**src/rtl/umi2apb_pkg.sv**
```systemverilog
// Shared constants and types for the UMI-to-APB bridge family.
// Opcodes, error codes, FSM state enum and cmd field offsets.
package umi2apb_pkg;
  localparam logic [4:0] REQ_READ   = 5'h01;
  localparam logic [4:0] REQ_WRITE  = 5'h03;
  localparam logic [4:0] REQ_POSTED = 5'h05;
  localparam logic [4:0] RESP_READ  = 5'h02;
  localparam logic [4:0] RESP_WRITE = 5'h04;

  localparam logic [1:0] ERR_OK  = 2'b00;
  localparam logic [1:0] ERR_DEV = 2'b10;
  localparam logic [1:0] ERR_NET = 2'b11;

  localparam int OPC_LSB  = 0;
  localparam int SIZE_LSB = 5;
  localparam int LEN_LSB  = 8;
  localparam int QOS_LSB  = 16;
  localparam int PROT_LSB = 20;
  localparam int CPY_MSB  = 21;
  localparam int ERR_LSB  = 24;

  typedef enum logic [1:0] {
    IDLE,
    SETUP,
    ACCESS,
    RESP
  } state_t;
endpackage

```
**src/rtl/umi2apb_decode.sv**
```systemverilog
// UMI cmd decode: opcode class, LEN, slave index and legality.
// Ports: cmd[15:0], dsthi (dstaddr above APB region) -> len, sel, is_read, is_posted, legal.
module umi2apb_decode
  import umi2apb_pkg::*;
#(
  parameter int RAW  = 32,
  parameter int AW   = 64,
  parameter int DW   = 256,
  parameter int RW   = 32,
  parameter int NSLV = 4,
  parameter int SW   = (NSLV > 1) ? $clog2(NSLV) : 1
) (
  input  logic [15:0]     cmd,
  input  logic [AW-RAW-1:0] dsthi,
  output logic [7:0]      len,
  output logic [SW-1:0]   sel,
  output logic            is_read,
  output logic            is_posted,
  output logic            legal
);
  localparam int HW = AW - RAW;
  localparam int NW = DW / RW;
  localparam logic [2:0] SZ = 3'($clog2(RW / 8));

  logic [4:0]    opc;
  logic [2:0]    size;
  logic          is_write;
  logic [HW-1:0] upper;

  assign opc       = cmd[OPC_LSB +: 5];
  assign size      = cmd[SIZE_LSB +: 3];
  assign len       = cmd[LEN_LSB +: 8];
  assign is_read   = opc == REQ_READ;
  assign is_write  = opc == REQ_WRITE;
  assign is_posted = opc == REQ_POSTED;

  assign sel   = SW'(dsthi & HW'(NSLV - 1));
  assign upper = dsthi >> $clog2(NSLV);

  assign legal = (is_read | is_write | is_posted)
               && (size == SZ)
               && (32'(len) < NW)
               && (upper == '0);
endmodule

```
**src/rtl/umi2apb_multi.sv**
```systemverilog
// UMI device port to NSLV APB requesters; multi-beat split, packed read response.
// Ports: udev_req_*/udev_resp_* UMI side, apb_* shared APB bus with per-slave psel/pready/prdata.
// Option: define UMI2APB_TIMEOUT_EN to abort stuck ACCESS after 0xFFFF cycles with NETERR.
module umi2apb_multi
  import umi2apb_pkg::*;
#(
  parameter int RAW  = 32,
  parameter int AW   = 64,
  parameter int CW   = 32,
  parameter int DW   = 256,
  parameter int RW   = 32,
  parameter int NSLV = 4
) (
  input  logic               clk,
  input  logic               nreset,
  input  logic               udev_req_valid,
  output logic               udev_req_ready,
  input  logic [CW-1:0]      udev_req_cmd,
  input  logic [AW-1:0]      udev_req_dstaddr,
  input  logic [AW-1:0]      udev_req_srcaddr,
  input  logic [DW-1:0]      udev_req_data,
  output logic               udev_resp_valid,
  input  logic               udev_resp_ready,
  output logic [CW-1:0]      udev_resp_cmd,
  output logic [AW-1:0]      udev_resp_dstaddr,
  output logic [AW-1:0]      udev_resp_srcaddr,
  output logic [DW-1:0]      udev_resp_data,
  output logic [RAW-1:0]     apb_paddr,
  output logic [2:0]         apb_pprot,
  output logic [NSLV-1:0]    apb_psel,
  output logic               apb_penable,
  output logic               apb_pwrite,
  output logic [RW-1:0]      apb_pwdata,
  output logic [RW/8-1:0]    apb_pstrb,
  input  logic [NSLV-1:0]    apb_pready,
  input  logic [NSLV-1:0]    apb_pslverr,
  input  logic [NSLV*RW-1:0] apb_prdata
);
  localparam int SW = (NSLV > 1) ? $clog2(NSLV) : 1;

  state_t          state, state_nx;
  logic [CPY_MSB:0] cmd_q;
  logic [AW-1:0]   dst_q, src_q;
  logic [DW-1:0]   wdat_q, rdat_q;
  logic [7:0]      beat_q;
  logic [1:0]      err_q;
  logic            gap_q;

  logic [15:0]       d_cmd;
  logic [AW-RAW-1:0] d_hi;
  logic [7:0]        d_len;
  logic [SW-1:0]     d_sel;
  logic              d_rd, d_po, d_legal;
  logic              accept, done, last, abort, active;
  logic              pready_s, pslverr_s;
  logic [RW-1:0]     prdata_s;

  // Decode the live request while idle, the latched one afterwards.
  assign d_cmd = (state == IDLE) ? udev_req_cmd[15:0] : cmd_q[15:0];
  assign d_hi  = (state == IDLE) ? udev_req_dstaddr[AW-1:RAW]
                                 : dst_q[AW-1:RAW];

  umi2apb_decode #(
    .RAW(RAW), .AW(AW), .DW(DW), .RW(RW), .NSLV(NSLV), .SW(SW)
  ) u_dec (
    .cmd(d_cmd), .dsthi(d_hi), .len(d_len), .sel(d_sel),
    .is_read(d_rd), .is_posted(d_po), .legal(d_legal)
  );

  assign pready_s  = apb_pready[d_sel];
  assign pslverr_s = apb_pslverr[d_sel];
  assign prdata_s  = apb_prdata[d_sel*RW +: RW];

  assign accept = udev_req_valid & udev_req_ready;
  assign done   = (state == ACCESS) & pready_s;
  assign last   = beat_q == d_len;

`ifdef UMI2APB_TIMEOUT_EN
  logic [15:0] tmo_q;
  always_ff @(posedge clk or negedge nreset)
    if (!nreset) tmo_q <= '0;
    else if (state != ACCESS || pready_s) tmo_q <= '0;
    else tmo_q <= tmo_q + 16'd1;
  assign abort = (state == ACCESS) & ~pready_s & (tmo_q == 16'hFFFF);
`else
  assign abort = 1'b0;
`endif

  always_ff @(posedge clk or negedge nreset)
    if (!nreset) state <= IDLE;
    else state <= state_nx;

  always_comb begin
    state_nx = state;
    unique case (state)
      IDLE:
        if (accept)
          state_nx = d_legal ? SETUP : (d_po ? IDLE : RESP);
      SETUP:
        if (!gap_q) state_nx = ACCESS;
      ACCESS:
        if (abort || (done && last)) state_nx = d_po ? IDLE : RESP;
        else if (done) state_nx = SETUP;
      RESP:
        if (udev_resp_ready) state_nx = IDLE;
      default: state_nx = IDLE;
    endcase
  end

  always_ff @(posedge clk or negedge nreset)
    if (!nreset) begin
      cmd_q  <= '0;
      dst_q  <= '0;
      src_q  <= '0;
      wdat_q <= '0;
      rdat_q <= '0;
      beat_q <= '0;
      err_q  <= ERR_OK;
      gap_q  <= 1'b0;
    end else begin
      gap_q <= done & ~last;
      if (accept) begin
        cmd_q  <= udev_req_cmd[CPY_MSB:0];
        dst_q  <= udev_req_dstaddr;
        src_q  <= udev_req_srcaddr;
        wdat_q <= udev_req_data;
        rdat_q <= '0;
        beat_q <= '0;
        err_q  <= d_legal ? ERR_OK : ERR_DEV;
      end else if (done) begin
        if (d_rd) rdat_q[beat_q*RW +: RW] <= prdata_s;
        if (pslverr_s) err_q <= err_q | ERR_DEV;
        beat_q <= beat_q + 8'd1;
      end else if (abort) begin
        err_q <= ERR_NET;
      end
    end

  // A one-cycle gap after each beat keeps psel low between beats.
  assign active = ((state == SETUP) & ~gap_q) | (state == ACCESS);

  always_comb begin
    udev_req_ready    = state == IDLE;
    udev_resp_valid   = state == RESP;
    udev_resp_cmd     = '0;
    udev_resp_dstaddr = '0;
    udev_resp_srcaddr = '0;
    udev_resp_data    = '0;
    if (state == RESP) begin
      udev_resp_cmd[CPY_MSB:SIZE_LSB] = cmd_q[CPY_MSB:SIZE_LSB];
      udev_resp_cmd[OPC_LSB +: 5]     = d_rd ? RESP_READ : RESP_WRITE;
      udev_resp_cmd[ERR_LSB +: 2]     = err_q;
      udev_resp_dstaddr = src_q;
      udev_resp_srcaddr = dst_q;
      udev_resp_data    = rdat_q;
    end
  end

  always_comb begin
    apb_pprot   = 3'b000;
    apb_psel    = '0;
    apb_penable = 1'b0;
    apb_pwrite  = 1'b0;
    apb_paddr   = '0;
    apb_pwdata  = '0;
    apb_pstrb   = '0;
    if (active) begin
      apb_psel    = NSLV'(1) << d_sel;
      apb_penable = state == ACCESS;
      apb_pwrite  = ~d_rd;
      apb_paddr   = dst_q[RAW-1:0] + RAW'(beat_q * (RW / 8));
      apb_pwdata  = wdat_q[beat_q*RW +: RW];
      apb_pstrb   = '1;
    end
  end
endmodule

```
**config.mk**
```make
export PLATFORM = sky130hd
export DESIGN_NAME = umi2apb_multi
export DESIGN_NICKNAME = d
export VERILOG_FILES = /design/src/rtl/umi2apb_pkg.sv /design/src/rtl/umi2apb_decode.sv /design/src/rtl/umi2apb_multi.sv
export SDC_FILE = /design/constraint.sdc
export NUM_CORES = 2
export LEC_CHECK = 0
export CAP_MARGIN = 40
export CORE_AREA = 2 2 405 407
export CTS_BUF_LIST = sky130_fd_sc_hd__clkbuf_4 sky130_fd_sc_hd__clkbuf_8
export DETAILED_ROUTE_END_ITERATION = 8
export DIE_AREA = 0 0 407 409
export GPL_ROUTABILITY_DRIVEN = 0
export PLACE_DENSITY_LB_ADDON = 0.3
export SLEW_MARGIN = 40
export SYNTH_ARGS = -nofsm -noshare
export SYNTH_HDL_FRONTEND = slang
export SYNTH_SLANG_ARGS = --single-unit
```
**constraint.sdc**
```tcl
create_clock -name clk -period 3.4 [get_ports clk]
set_clock_uncertainty 0.1 [all_clocks]
set_input_delay 0.85 -clock clk [delete_from_list [all_inputs] [get_ports clk]]
set_output_delay 0.85 -clock clk [all_outputs]
set_load 0.03 [all_outputs]
```
==> results.md <==
* Layer carrying the most global-route usage: met2
* Fraction of met1 tracks used by global routing at 26.0%
* Clock-pin slew reported for the worst setup and hold paths after clock tree synthesis at 50 ps
* CTS tree: built
* Final setup vio count at 307
* Slew Limit Headroom at 47.6%
* Buffer depth of the longest clock path at 3
* DRT Pass-1 Iters at 8
* Worst hold path depth at 2
* Cells after Synth at 3868
* Endpoint type of the worst setup path: primary output
* Grt ovf at 0
* Stages on worst setup path at 11
* Worst hold slack across all endpoints at 368 ps
* FFs w/ async S/R, synth at 100%
* Count of antenna-violating nets left after detailed routing at 0
* Number of top-level pins at 1051
* Number of buffer cells added on primary ports at 1025
* Dominant cell type by area after synthesis: dfrtp_1
* CP arrival at 3280 ps
* Proportion of netlist area held by the largest area contributor at 51.2%
* Core footprint at 0.162 mm²
* Die area at 0.166 mm²
* Critical path type: register to primary output
* Total wire length at 190 mm
* Distinct cells, synth at 59
* Clk_lat worst skew at 860 ps
* Number of hold-slack violations in the final timing report at 0
* CP top delay family: simple AND/OR/NAND/NOR gates
* Global-route wire length before repair at 250 mm
* Pin count of the biggest net entering global routing at 84
* CP required at 2450 ps
* Number of sinks handled by clock tree synthesis at 674
* Number of buffer and inverter instances along the worst setup path at 2
* Flip-flop and latch count after synthesis at 674
* Worst path slowest cell: dfrtp_1
* Met3 usage at 6.10%
* Number of nets at the end of the flow at 5764
* Overall fraction of global-route tracks in use at 20.8%
* Standby leakage power at 27.2 nW
* Share of cells above drive strength 1 at 32.0%
* Routed length per instance at 25.5 µm
* Number of DRC violations after detailed-routing iteration 0 at 2546
* Clock tree root driver cell: clkbuf_8
* Post-route DRC at 0
* Sequential element share of the synthesized area at 51.2%
* Number of max-slew violations in the final report at 0
* Area added between synthesis and finish at 74.8%
* Type of the worst min-delay path: register to register
* Syn avg cell area at 8.52 µm²
* Hold Crit Start: src_q[43]$_DFFE_PN0P_
* Min setup slack post-route at -830 ps
* Period minus WS final at 4230 ps
* Antenna violations before repair at 42
* Worst setup path startpoint: dst_q[2]$_DFFE_PN0P_
* Top post-synthesis cells by area: dfrtp_1, nand2_1, and3_1, mux4_2, nand3_1
* Number of global-route vias before repair at 33700
* Cells along the critical path: ha_4 -> inv_2 -> fa_2 -> nor2b_4 -> o2111ai_4 -> nand3_4 -> nand2_4 -> or2_4 -> or3_4 -> a21oi_4 -> buf_12
* Number of core rows at 148
* Starting utilization of the core area at 20.3%
* Total clock buffers created by CTS at 131
* Failing checks: negative setup slack
* Met2 Track Usage GR at 34.4%
* Share of the core filled with cells at 35.6%
* Width of the die at 407 µm
* Max FO, Critical Path at 6
* Max-capacitance violation count at 0
* Prevailing post-synth register cell: dfrtp_1
* Startpoint types: register
* PD cells at 877 mW/mm²
* R2r startpoint: state[0]$_DFFE_PN0P_
* Slew @ Worst Pin at 786 ps
* CP max stage delay at 420 ps
* Result of the run: finished with violations
* Deepest level of the CTS H-tree at 4
* Netlist Area Pre-Place at 0.0330 mm²
* Total Negative Setup Slacks at -62050 ps
* Die height at 409 µm
* Worst r2r path cells at 15
* Unrepaired setup endpoints after global routing: true
* Fin crit share at 124%
* Worst voltage drop across the vdd grid at 0.000452 V
* Vias after detailed routing at 34400
* Routed via count divided by cell count at 4.61
* Total half-perimeter wirelength after legalization and detailed placement at 129 mm
* Number of synthesized flops with an enable pin at 0
* Count of warnings emitted by yosys at 0
* Maximum frequency from static timing analysis at 236 MHz
worst min-delay path, cell delays in order, from the launching register on:
cell	delay, ps
dfrtp_1	330
nand2_1	50
nand2_1	50
layer usage:
layer  share of wire [%]  wire [µm]  vias up
li1                    -          -    15600
met1                  40      75500    17000
met2                  48      91800     1488
met3                 8.5      16200      319
met4                 3.5       6680       46
met5                0.15        282        -
area by class of cell:
class	count	area (µm²)
Fill cell	16500	104000
Timing Repair Buffer	1513	17900
Multi-Input combinational cell	2851	17200
Sequential cell	674	16900
Tap cell	2175	2720
Clock buffer	191	2390
Clock inverter	29	367
Inverter	25	109
Antenna cell	16	40.0
power by group:
group	switching (W)	total, W	internal (W)
clock network	0.00402	0.00883	0.00482
registers	0.00160	0.0119	0.0103
logic	0.0170	0.0298	0.0128
total	0.0226	0.0505	0.0279
per-stage QoR:
step           total power [W]  area (µm²)  worst slack, ps  instances
2_1_floorplan           0.0221       33100             4.11       3882
3_3_place_gp            0.0349       48700             -773       7046
3_5_place_dp            0.0351       48800             -471       7053
4_1_cts                 0.0477       53900             -961       7354
5_1_grt                 0.0529       57600            -1010       7460
6_report                0.0505       57600             -830       7474
cell families after synthesis:
| kind of cell | share of synthesized area, % |
|---|---|
| AOI/OAI and AO/OA | 6.18 |
| xor gates and xnor gates | 0.877 |
| adders and majority gates | 0.478 |
| buffers and inverters | 4.38 |
| DFF | 51.2 |
| muxes | 5.53 |
| other | 0.0114 |
| and+or+nand+nor | 31.4 |
flip-flops by register name, summed over array words and instances, names as in the netlist:
name	flops
cmd_q	22
src_q	64
beat_q	8
err_q	1
rdat_q	256
wdat_q	256
state	2
gap_q	1
dst_q	64
cells in the mapped netlist, types with 3 or more instances:
cell type / instances
buf_2: 6
nor2_1: 101
o22ai_1: 66
inv_1: 23
a31oi_1: 6
buf_1: 25
xnor2_1: 26
nor3_1: 14
or3_1: 6
o21ai_0: 147
ha_1: 11
nand4_1: 11
and2_1: 3
xor2_1: 7
dfrtp_1: 674
mux2i_1: 38
a21oi_1: 116
o2111ai_1: 4
nand3_1: 207
nand2b_1: 11
or2_0: 28
mux4_2: 64
nor3b_1: 4
and3_1: 403
a211oi_1: 3
clkbuf_1: 275
buf_4: 26
or2_2: 6
nor2b_1: 9
nor4b_1: 8
nor4_1: 20
nand2_1: 1487
layout by cell type (no fill, tap or decap), drive strengths merged, types with 101 or more instances in the layout:
cell type         n
nand2          1487
clkdlybuf4s50   544
nand3           207
and3            403
a21oi           116
clkbuf          287
o21ai           147
nor2            101
dfrtp           674
buf             857
what timing repair did:
action,CTS,global route
cloned,20,54
hold buffers,1,0
hold endpoints to repair,33,0
setup buffers,62,66
pin swaps,63,134
setup endpoints to repair,582,730
resized for setup,583,872
worst paths after layout:
path / slack, ps / end
max: -830 / apb_paddr[30]
min reg2reg: 370 / src_q[43]$_DFFE_PN0P_
max in group asynchronous: 1630 / wdat_q[98]$_DFFE_PN0P_
min in group asynchronous: 400 / src_q[62]$_DFFE_PN0P_
min: 370 / src_q[43]$_DFFE_PN0P_
max reg2reg: -30 / rdat_q[249]$_DFFE_PN0P_
(Power assumes the default switching activity.)
